### src/rtl/mem_port_arbiter_pkg.sv
// Shared types and constants for the IF/MEM unified-memory port arbiter.
// Byte lanes are big-endian: byte offset 0 lives in bits [31:24].
package mem_port_arbiter_pkg;

    typedef enum logic [1:0] {
        ARB_IDLE    = 2'd0,
        ARB_BUSY_IF = 2'd1,
        ARB_BUSY_DM = 2'd2
    } arb_state_e;

    localparam logic [3:0] BE_NONE = 4'b0000;
    localparam logic [3:0] BE_WORD = 4'b1111;
    localparam logic [3:0] BE_B0   = 4'b1000;
    localparam logic [3:0] BE_B1   = 4'b0100;
    localparam logic [3:0] BE_B2   = 4'b0010;
    localparam logic [3:0] BE_B3   = 4'b0001;

    function automatic logic [3:0] be_for_offset(input logic [1:0] off);
        logic [3:0] be;
        case (off)
            2'd0:    be = BE_B0;
            2'd1:    be = BE_B1;
            2'd2:    be = BE_B2;
            default: be = BE_B3;
        endcase
        return be;
    endfunction

endpackage

### src/rtl/mem_port_arbiter_byte_lane.sv
// Byte-lane steering for stores and lane extract/extend for loads.
// Purely combinational; store side is live, load side uses latched info.
module mem_byte_lane
    import mem_port_arbiter_pkg::*;
(
    input  logic        st_we,
    input  logic        st_byte,
    input  logic [1:0]  st_off,
    input  logic [31:0] st_wdata,
    output logic [3:0]  st_be,
    output logic [31:0] st_lane_wdata,
    input  logic        ld_byte,
    input  logic        ld_sign,
    input  logic [1:0]  ld_off,
    input  logic [31:0] ld_word,
    output logic [31:0] ld_data
);

    logic [7:0] ld_b;

    always_comb begin
        st_be         = BE_NONE;
        st_lane_wdata = st_wdata;
        if (st_we) begin
            if (st_byte) begin
                st_be         = be_for_offset(st_off);
                st_lane_wdata = {4{st_wdata[7:0]}};
            end else begin
                st_be = BE_WORD;
            end
        end
    end

    always_comb begin
        case (ld_off)
            2'd0:    ld_b = ld_word[31:24];
            2'd1:    ld_b = ld_word[23:16];
            2'd2:    ld_b = ld_word[15:8];
            default: ld_b = ld_word[7:0];
        endcase
        ld_data = ld_word;
        if (ld_byte) begin
            ld_data = {{24{ld_sign & ld_b[7]}}, ld_b};
        end
    end

endmodule

### src/rtl/mem_port_arbiter.sv
// Arbitrates the single-port unified memory between fetch and data stages,
// sequencing a fixed-latency memory and producing pipeline stall signals.
module mem_port_arbiter
    import mem_port_arbiter_pkg::*;
#(
    parameter int MEM_LATENCY   = 2,
    parameter int MAX_DM_STREAK = 4
) (
    input  logic        clk,
    input  logic        rst,
    input  logic        if_req,
    input  logic [31:0] if_addr,
    output logic [31:0] if_rdata,
    output logic        if_ready,
    input  logic        dm_req,
    input  logic        dm_we,
    input  logic        dm_byte,
    input  logic        dm_signextend,
    input  logic [31:0] dm_addr,
    input  logic [31:0] dm_wdata,
    output logic [31:0] dm_rdata,
    output logic        dm_ready,
    output logic        stall_if,
    output logic        stall_dm,
    output logic        mem_en,
    output logic [3:0]  mem_be,
    output logic [29:0] mem_addr,
    output logic [31:0] mem_wdata,
    input  logic [31:0] mem_rdata
);

    localparam int CW = $clog2(MEM_LATENCY + 1);
    localparam int SW = $clog2(MAX_DM_STREAK + 1);

    arb_state_e  state_q, state_d;
    logic [CW-1:0] cnt_q, cnt_d;
    logic [SW-1:0] streak_q, streak_d;
    logic        ld_byte_q, ld_byte_d;
    logic        ld_sign_q, ld_sign_d;
    logic [1:0]  ld_off_q, ld_off_d;
    logic [31:0] if_rdata_q, if_rdata_d;
    logic [31:0] dm_rdata_q, dm_rdata_d;

    logic [3:0]  st_be;
    logic [31:0] st_lane_wdata;
    logic [31:0] ld_data;
    logic        streak_sat;
    logic        last_cycle;
    logic        unused_ok;

    assign unused_ok  = ^if_addr[1:0];
    assign streak_sat = (streak_q == SW'(MAX_DM_STREAK));
    assign last_cycle = (cnt_q == CW'(MEM_LATENCY));

    mem_byte_lane u_lane (
        .st_we         (dm_we),
        .st_byte       (dm_byte),
        .st_off        (dm_addr[1:0]),
        .st_wdata      (dm_wdata),
        .st_be         (st_be),
        .st_lane_wdata (st_lane_wdata),
        .ld_byte       (ld_byte_q),
        .ld_sign       (ld_sign_q),
        .ld_off        (ld_off_q),
        .ld_word       (mem_rdata),
        .ld_data       (ld_data)
    );

    always_comb begin
        state_d    = state_q;
        cnt_d      = cnt_q;
        streak_d   = streak_q;
        ld_byte_d  = ld_byte_q;
        ld_sign_d  = ld_sign_q;
        ld_off_d   = ld_off_q;
        if_rdata_d = if_rdata_q;
        dm_rdata_d = dm_rdata_q;
        mem_en     = 1'b0;
        mem_be     = BE_NONE;
        mem_addr   = '0;
        mem_wdata  = '0;
        if_ready   = 1'b0;
        dm_ready   = 1'b0;
        case (state_q)
            ARB_IDLE: begin
                // rst gating keeps the command bus quiet while reset is held
                if (!rst && dm_req && !(if_req && streak_sat)) begin
                    state_d   = ARB_BUSY_DM;
                    cnt_d     = CW'(1);
                    streak_d  = streak_sat ? streak_q : streak_q + SW'(1);
                    ld_byte_d = dm_byte;
                    ld_sign_d = dm_signextend;
                    ld_off_d  = dm_addr[1:0];
                    mem_en    = 1'b1;
                    mem_addr  = dm_addr[31:2];
                    mem_be    = st_be;
                    mem_wdata = dm_we ? st_lane_wdata : '0;
                end else if (!rst && if_req) begin
                    state_d  = ARB_BUSY_IF;
                    cnt_d    = CW'(1);
                    streak_d = '0;
                    mem_en   = 1'b1;
                    mem_addr = if_addr[31:2];
                end
            end
            ARB_BUSY_IF: begin
                if (last_cycle) begin
                    if_ready   = 1'b1;
                    if_rdata_d = mem_rdata;
                    state_d    = ARB_IDLE;
                    cnt_d      = '0;
                end else begin
                    cnt_d = cnt_q + CW'(1);
                end
            end
            ARB_BUSY_DM: begin
                if (last_cycle) begin
                    dm_ready   = 1'b1;
                    dm_rdata_d = ld_data;
                    state_d    = ARB_IDLE;
                    cnt_d      = '0;
                end else begin
                    cnt_d = cnt_q + CW'(1);
                end
            end
            default: state_d = ARB_IDLE;
        endcase
        if_rdata = if_rdata_d;
        dm_rdata = dm_rdata_d;
    end

    assign stall_if = if_req & ~if_ready;
    assign stall_dm = dm_req & ~dm_ready;

    always_ff @(posedge clk or posedge rst) begin
        if (rst) begin
            state_q    <= ARB_IDLE;
            cnt_q      <= '0;
            streak_q   <= '0;
            ld_byte_q  <= 1'b0;
            ld_sign_q  <= 1'b0;
            ld_off_q   <= 2'd0;
            if_rdata_q <= '0;
            dm_rdata_q <= '0;
        end else begin
            state_q    <= state_d;
            cnt_q      <= cnt_d;
            streak_q   <= streak_d;
            ld_byte_q  <= ld_byte_d;
            ld_sign_q  <= ld_sign_d;
            ld_off_q   <= ld_off_d;
            if_rdata_q <= if_rdata_d;
            dm_rdata_q <= dm_rdata_d;
        end
    end

endmodule
### config.mk
export PLATFORM = sky130hd
export DESIGN_NAME = mem_port_arbiter
export DESIGN_NICKNAME = d
export VERILOG_FILES = /design/src/rtl/mem_port_arbiter_pkg.sv /design/src/rtl/mem_port_arbiter_byte_lane.sv /design/src/rtl/mem_port_arbiter.sv
export SDC_FILE = /design/constraint.sdc
export NUM_CORES = 1
export LEC_CHECK = 0
export CORE_MARGIN = 5
export CORE_UTILIZATION = 37
export CTS_CLUSTER_DIAMETER = 100
export CTS_CLUSTER_SIZE = 8
export DETAILED_ROUTE_END_ITERATION = 12
export GPL_ROUTABILITY_DRIVEN = 0
export PLACE_DENSITY = 0.82
export SETUP_SLACK_MARGIN = 0.02
export SLEW_MARGIN = 20
export SYNTH_ARGS = -nofsm -noshare
export SYNTH_HDL_FRONTEND = slang
export SYNTH_SLANG_ARGS = --single-unit
export TNS_END_PERCENT = 100
### constraint.sdc
create_clock -name clk -period 3.2 [get_ports clk]
set_input_delay 0.48 -clock clk [delete_from_list [all_inputs] [get_ports clk]]
set_output_delay 0.48 -clock clk [all_outputs]
set_load 0.005 [all_outputs]
==> results of run 1 <==
[cells in the mapped netlist (all sizes together)]
master / instances
nand4b: 1
o21bai: 1
o22a: 1
a21oi: 52
inv: 10
o22ai: 7
and3: 8
nand3b: 3
clkinv: 1
clkbuf: 19
or3b: 1
nor2b: 2
nor2: 37
a22o: 31
o2bb2ai: 1
a211oi: 8
and2b: 1
dfrtp: 75
nand3: 5
nand2: 11
and3b: 1
nand4: 1
a31oi: 26
buf: 13
mux2: 48
o2111ai: 1
ha: 5
a2bb2oi: 1
a21boi: 2
a221oi: 1
o21a: 1
and2: 3
o21ai: 2
nor3: 8
nand2b: 27
[routing by layer]
| layer | track usage | up-vias | share of wire |
|---|---|---|---|
| li1 | - | 2057 | - |
| met1 | 0.2734 | 2152 | 0.34 |
| met2 | 0.5008 | 233 | 0.54 |
| met3 | 0.08146 | 34 | 0.094 |
| met4 | 0.09077 | 4 | 0.026 |
| met5 | 0 | - | 0.0015 |
[state kept, by name, indices dropped and copies added, names as in the netlist]
name and flops:
dm_rdata_q 32, if_rdata_q 32, streak_q 3, cnt_q 2
ld_off_q 2, state_q 2, ld_byte_q 1, ld_sign_q 1
[critical path, stage by stage (launching register included)]
cell and delay, ns:
dfrtp_1 0.40, inv_1 0.10, ha_1 0.19, buf_4 0.17, and3b_2 0.29, nand3_2 0.08
buf_4 0.24, a21oi_1 0.15, clkdlybuf4s50_1 0.63
[worst max-delay path by stage]
stage | end | slack, ns | depth (start not counted)
6_report | mem_wdata[13] | 0.12 | 8
5_1_grt | mem_wdata[8] | 0.02 | 8
4_1_cts | mem_wdata[6] | 0.01 | 7
3_5_place_dp | mem_addr[15] | -0.09 | 5
3_3_place_gp | mem_addr[17] | 0.02 | 5
2_1_floorplan | streak_q[2] | 0.44 | 3
[metrics by stage]
stage / setup WS [ns] / power (W) / setup TNS, ns / cell area, sq um / utilization
final: 0.1187 / 0.005232 / 0 / 7244 / 0.6654
after global placement: 0.02076 / 0.004314 / 0 / 6983 / 0.6413
after CTS: 0.01252 / 0.005244 / 0 / 7204 / 0.6617
after global routing: 0.01617 / 0.005516 / 0 / 7244 / 0.6654
after floorplan: 0.4396 / 0.002786 / 0 / 4125 / -
after detailed placement: -0.09325 / 0.004431 / -1.533 / 6983 / 0.6413
[layout make-up]
class,count,area [sq um],area share
multi-input cells,299,2103,0.2903
inverters,11,42.54,0.005872
flip-flops and latches,75,1877,0.2591
repair buffers,285,2840,0.3921
clock buffers,10,127.6,0.01762
clock inverters,5,78.83,0.01088
well taps,140,175.2,0.02418
[kinds of logic (layout without fill, tap and decap cells)]
| logic type | after synthesis | after routing | share of synthesized area |
|---|---|---|---|
| and+or+nand+nor | 109 | 111 | 0.1371 |
| muxes | 48 | 48 | 0.1319 |
| DFF | 75 | 75 | 0.4550 |
| buffers and inverters | 43 | 311 | 0.04701 |
| adders and majority gates | 5 | 5 | 0.01517 |
| AOI/OAI and AO/OA | 135 | 135 | 0.2138 |
[power groups by stage]
stage | combinational (W) | sequential (W) | clock (W)
2_1_floorplan | 0.00126 | 0.00153 | 0
3_3_place_gp | 0.00272 | 0.00159 | 0
3_5_place_dp | 0.00280 | 0.00163 | 0
4_1_cts | 0.00283 | 0.00162 | 0.000794
5_1_grt | 0.00302 | 0.00166 | 0.000833
6_report | 0.00283 | 0.00161 | 0.000786
[what timing repair did]
item,4_1_cts,5_1_grt
setup endpoints to repair,40,70
cloned,1,1
hold buffers,0,0
hold endpoints to repair,0,0
gates resized for setup,3,12
pin swaps,1,2
==> impl_results.md, run 1 <==
- R2r endpoint: ld_off_q[1]
- Netlist cell types: a little over 40
- Worst r2r src: state_q[0]
- Startpoint types: flop
- P_int: 0.003491 W
- Area growth syn-to-layout: 75.61%
- Hold endpoint: if_rdata_q[16]
- Synth warnings: 0
- Ant diodes: 0
- DR vias/cell: 5.430
- Cells after DPL: 808
- Die area: 0.01336 sq mm
- Max Cap Viol: 0
- Commonest non-fill, non-tap cells in the layout: 264 x clkdlybuf4s50_1, 75 x dfrtp_1, 48 x a21oi_1
- Leak Pwr: ~3.0 nW
- Cells after Synth: 415
- Worst-margin pin slew: between 0.5 and 0.6 ns
- DPL Wire Length: 14750 um
- CP required: 2.72 ns
- Core footprint: 0.01089 sq mm
- Max Clock Freq: about 0.32 GHz
- Sw frac: 0.3328
- Max-slew headroom: 0.6113
- Worst Path Arrival: 2.60 ns
- Hold path cells: 1
- Sw power: 0.001741 W
- Clock-pin slew on the worst setup and hold paths: around 0.070 ns
- Yosys top cell area share: 0.4550
- WHS: 0.4997 ns
- CTS buffer count: 9
- Power Density: 722.2 mW/mm^2
- Clock Latency Late Sink: 0.35 ns
- Crit path time final: roughly 3.1 ns
- Commonest non-fill, non-tap cell in the layout: clkdlybuf4s50_1
- Clock skew: 0.008171 ns
- Final period utilization: 0.9629
- Die Wd: 115.6 um
- Tightest Hold Check Type: reg2reg
- Clock Power Share: 0.150
- Die Y: around 120 um
- Part of the power in combinational logic: 0.541
- Peak supply drop: about 380 uV
- Share of cells above drive strength 1: 0.1387
- Crit path from: state_q[0]
- Port Buffer Count: 267
- Max H-tree Level: 3
- Tot GR Track Use: 0.2640
- Syn Std Cell Area: approximately 0.0041 sq mm
- Reg power frac: 0.309
- Initial core utilization: 0.3789
- Final Max Slew Viols: 0
- Pin count of the biggest net entering global routing: between 60 and 70
- Critical hold path startpoint: if_rdata_q[16]
- Reg-to-reg setup timing slack: 1.09 ns
- Routed wire length: ~18000 um
- Root Driver: clkbuf_8
- Wire per inst: 22.31 um
- Num Clock Sinks: between 70 and 80
- Final Net Count: 821
- Drt first pass iters: 5
- Setup repair after global routing missed its margin: yes
- Vias in the first global route: 4624
- First-pass GRT wire length: 26530 um
- Status: finished, final reports clean
- R2R depth: 7
- Initial antenna violation count: 2
- CP Capture Type: primary output
- 1st-iter DRT viols: 304
- Fill cells: 851
- Post-Synthesis Net Count: 555
- Final Non-Filler Cells: 825
- I/O pin cnt: 270
- Fin. Hold Viols: 0
- Remaining antenna violation count: 0
- Sequential area share after synthesis: 0.4550
- Number of setup buffers added after CTS: 0
- CTS max path bufs: 2
- Final Setup Violations: 0
- TritonCTS clock tree: built
- Register bit total from synthesis: 75
- Via count: 4480
- Critical path type: reg2out
- Max FO, Critical Path: 28
- Area leader, netlist: dfrtp_1
- Synth Area per Inst: just under 10 sq um
- Top post-synthesis cells by area: dfrtp_1 45%, mux2_2 13%, a22o_1 6.6%
- Grt ovf: 0
- Drc violations: 0
- Rows: 38
No activity file was read; power rests on OpenSTA's default activity.
==> run 2: changes to the inputs <==
- clock period: 3.2 -> 3.4 ns (I/O delays scaled with it)
==> run 2 against run 1 <==
Critical endpoint is now mem_addr[8]. Flip-flop and latch count unchanged. Combinational power fell by 7.4%. Clock skew increased by 0.00089 ns. Die area is the same. Non-clock buffer count shrank 5. Core utilization decreased by 0.90 points.
==> impl_results.md, run 2 (synthesis gave the netlist of run 1 again) <==
- Share of cells above drive strength 1: 0.1221 (-0.01663)
- Worst Path Arrival: 2.73 ns (+0.13 ns)
- Final Net Count: 815 (-0.73%)
- Drc violations: 0 (unchanged)
- I/O pin cnt: 270 (unchanged)
- Worst path buffer plus inverter count: 2 (-2)
- Final setup slack of the worst path: 0.1620 ns (+0.04330 ns)
- Final period utilization: 0.9524
- Max Clock Freq: approximately 0.31 GHz
- Grt ovf: 0 (unchanged)
- Tot GR Track Use: 0.2626 (-0.001425)
- Port Buffer Count: 267 (unchanged)
- Ant diodes: 0 (unchanged)
- Clock Latency Late Sink: 0.36 ns (about the same)
- Initial antenna violation count: 1 (-1)
- Drt first pass iters: 5 (unchanged)
- Post-Place Setup Slack: 0.05510 ns (+0.1483 ns)
- DPL Wire Length: 14330 um (-2.8%)
- Post-CTS Hold Buffers: 0 (unchanged)
- Via count: 4446 (-0.76%)
- Clock skew: 0.009056 ns (+0.0008851 ns)
- Commonest non-fill, non-tap cells in the layout: 267 x clkdlybuf4s50_1, 75 x dfrtp_1, 52 x a21oi_1
- Delay-heaviest family, CP: simple AND/OR/NAND/NOR gates
- R2r endpoint: ld_off_q[1]
- Max Cap Viol: 0 (unchanged)
- Hold path cells: 1 (unchanged)
- CTS buffer count: 9 (unchanged)
- Largest registers: dm_rdata_q: 32 flops, if_rdata_q: 32 flops, streak_q: 3 flops
- R2R depth: 5 (-2)
- Final Setup Violations: 0 (unchanged)
- Wire per inst: 21.95 um (-1.6%)
- Peak supply drop: 392.3 uV (+3.4%)
- Worst-margin pin slew: 0.8179 ns (+0.2361 ns)
- CTS max path bufs: 2 (unchanged)
- Worst path max stage delay: 0.55 ns (-0.08 ns)
- Remaining antenna violation count: 0 (unchanged)
- First-pass GRT wire length: 26410 um (-0.47%)
- Pin count of the biggest net entering global routing: 66 (+1.5%)
- Rows: 38 (unchanged)
- Root Driver: clkbuf_8
- Design Power: 0.004804 W (-8.2%)
- TritonCTS clock tree: built
- Max H-tree Level: 3 (unchanged)
- Area growth syn-to-layout: 73.25%
- Leak Pwr: 2.877 nW (-3.3%)
- Die Wd: 115.6 um (unchanged)
- Setup repair after global routing missed its margin: no
- 1st-iter DRT viols: 275 (-9.5%)
- Clock-pin slew on the worst setup and hold paths: 0.07 ns (about the same)
- Max-slew headroom: 0.4547 (-0.1566)
- Startpoint types: flop
- Max FO, Critical Path: 30 (+7.1%)
- Utilization after layout: 0.6564 (-0.008963)
- Fin. Hold Viols: 0 (unchanged)
- Final Max Slew Viols: 0 (unchanged)
- Critical hold path startpoint: if_rdata_q[27]
- CP max stage cell: nor2_4
- DR vias/cell: 5.422 (-0.15%)
- Worst r2r src: state_q[0]
- Critical-path cell list: inv_1 > ha_1 > nand3b_1 > nor2_4 > a22o_1 > clkdlybuf4s50_1
- Vias in the first global route: 4618 (-0.13%)
- Reg-to-reg setup timing slack: 1.34 ns (+0.25 ns)
- Final setup TNS: 0 ns (unchanged)
- CP Capture Type: primary output
- Routed wire length: 18000 um (-2.2%)
- Status: finished, final reports clean
- Die area: 0.01336 sq mm (unchanged)
- Num Clock Sinks: 75 (unchanged)
- Die Y: 115.6 um (unchanged)
- Core footprint: 0.01089 sq mm (unchanged)
- Crit path time final: 3.238 ns
- Commonest non-fill, non-tap cell in the layout: clkdlybuf4s50_1
- Hold endpoint: if_rdata_q[27]
- Critical path type: reg2out
- Power Density: 672.2 mW/mm^2 (-6.9%)
- Tightest Hold Check Type: reg2reg
- Initial core utilization: 0.3789 (unchanged)
- CP required: 2.89 ns (+0.17 ns)
[run 2: cell count changes in the layout (fill, tap and decap cells not counted), moves of 3 or more]
cell,delta
a21oi_1,+4
clkinvlp_4,+3
dlymetal6s2s_1,-3
clkdlybuf4s50_1,+3
buf_4,-5
a21oi_2,-4
[run 2: where the power goes]
| part | internal, W | total [W] | switching, W |
|---|---|---|---|
| combinational | 0.00153 | 0.00262 | 0.00109 |
| clock | 0.000340 | 0.000670 | 0.000330 |
| sequential | 0.00132 | 0.00151 | 0.000193 |
[run 2: layout make-up]
cell class	count	area, sq um
repair buffers	280	2786
clock inverters	4	51.30
multi-input cells	298	2073
well taps	140	175.2
inverters	11	48.80
clock buffers	12	135.1
fillers	871	3741
flip-flops and latches	75	1877
[run 2: timing repair]
| action | in CTS | in global routing |
|---|---|---|
| endpoints found under the hold margin | 0 | 0 |
| endpoints found under the setup margin | 30 | 56 |
| pin swaps | 0 | 1 |
| setup buffers | 0 | 2 |
| gates resized for setup | 1 | 5 |
| cloned | 0 | 1 |
[run 2: stage by stage]
| step | area [sq um] | cells | hold slack, ns |
|---|---|---|---|
| after CTS | 7109 | 817 | 0.5009 |
| after detailed placement | 6918 | 801 | 0.4815 |
| after global routing | 7147 | 820 | 0.5111 |
| after floorplan | 4125 | 415 | 0.4849 |
| final | 7147 | 820 | 0.5020 |
| after global placement | 6918 | 801 | 0.4769 |
[run 2: how the worst max path moves through the flow]
stage,startpoint,end,slack (ns),depth (start not counted)
4_1_cts,ld_byte_q,dm_rdata[2],0.02,4
3_3_place_gp,dm_req,mem_addr[8],0.12,5
6_report,state_q[0],mem_addr[8],0.16,6
2_1_floorplan,rst,streak_q[2],0.61,3
3_5_place_dp,rst,mem_addr[8],0.06,5
5_1_grt,state_q[0],mem_addr[8],0.04,6
[run 2: routing by layer]
layer  track usage  vias to the layer above  share of wire
li1              -                     2040              -
met1        0.2847                     2123           0.35
met2        0.4938                      250           0.54
met3       0.06997                       31          0.082
met4       0.08529                        2          0.027
met5             0                        -        0.00072
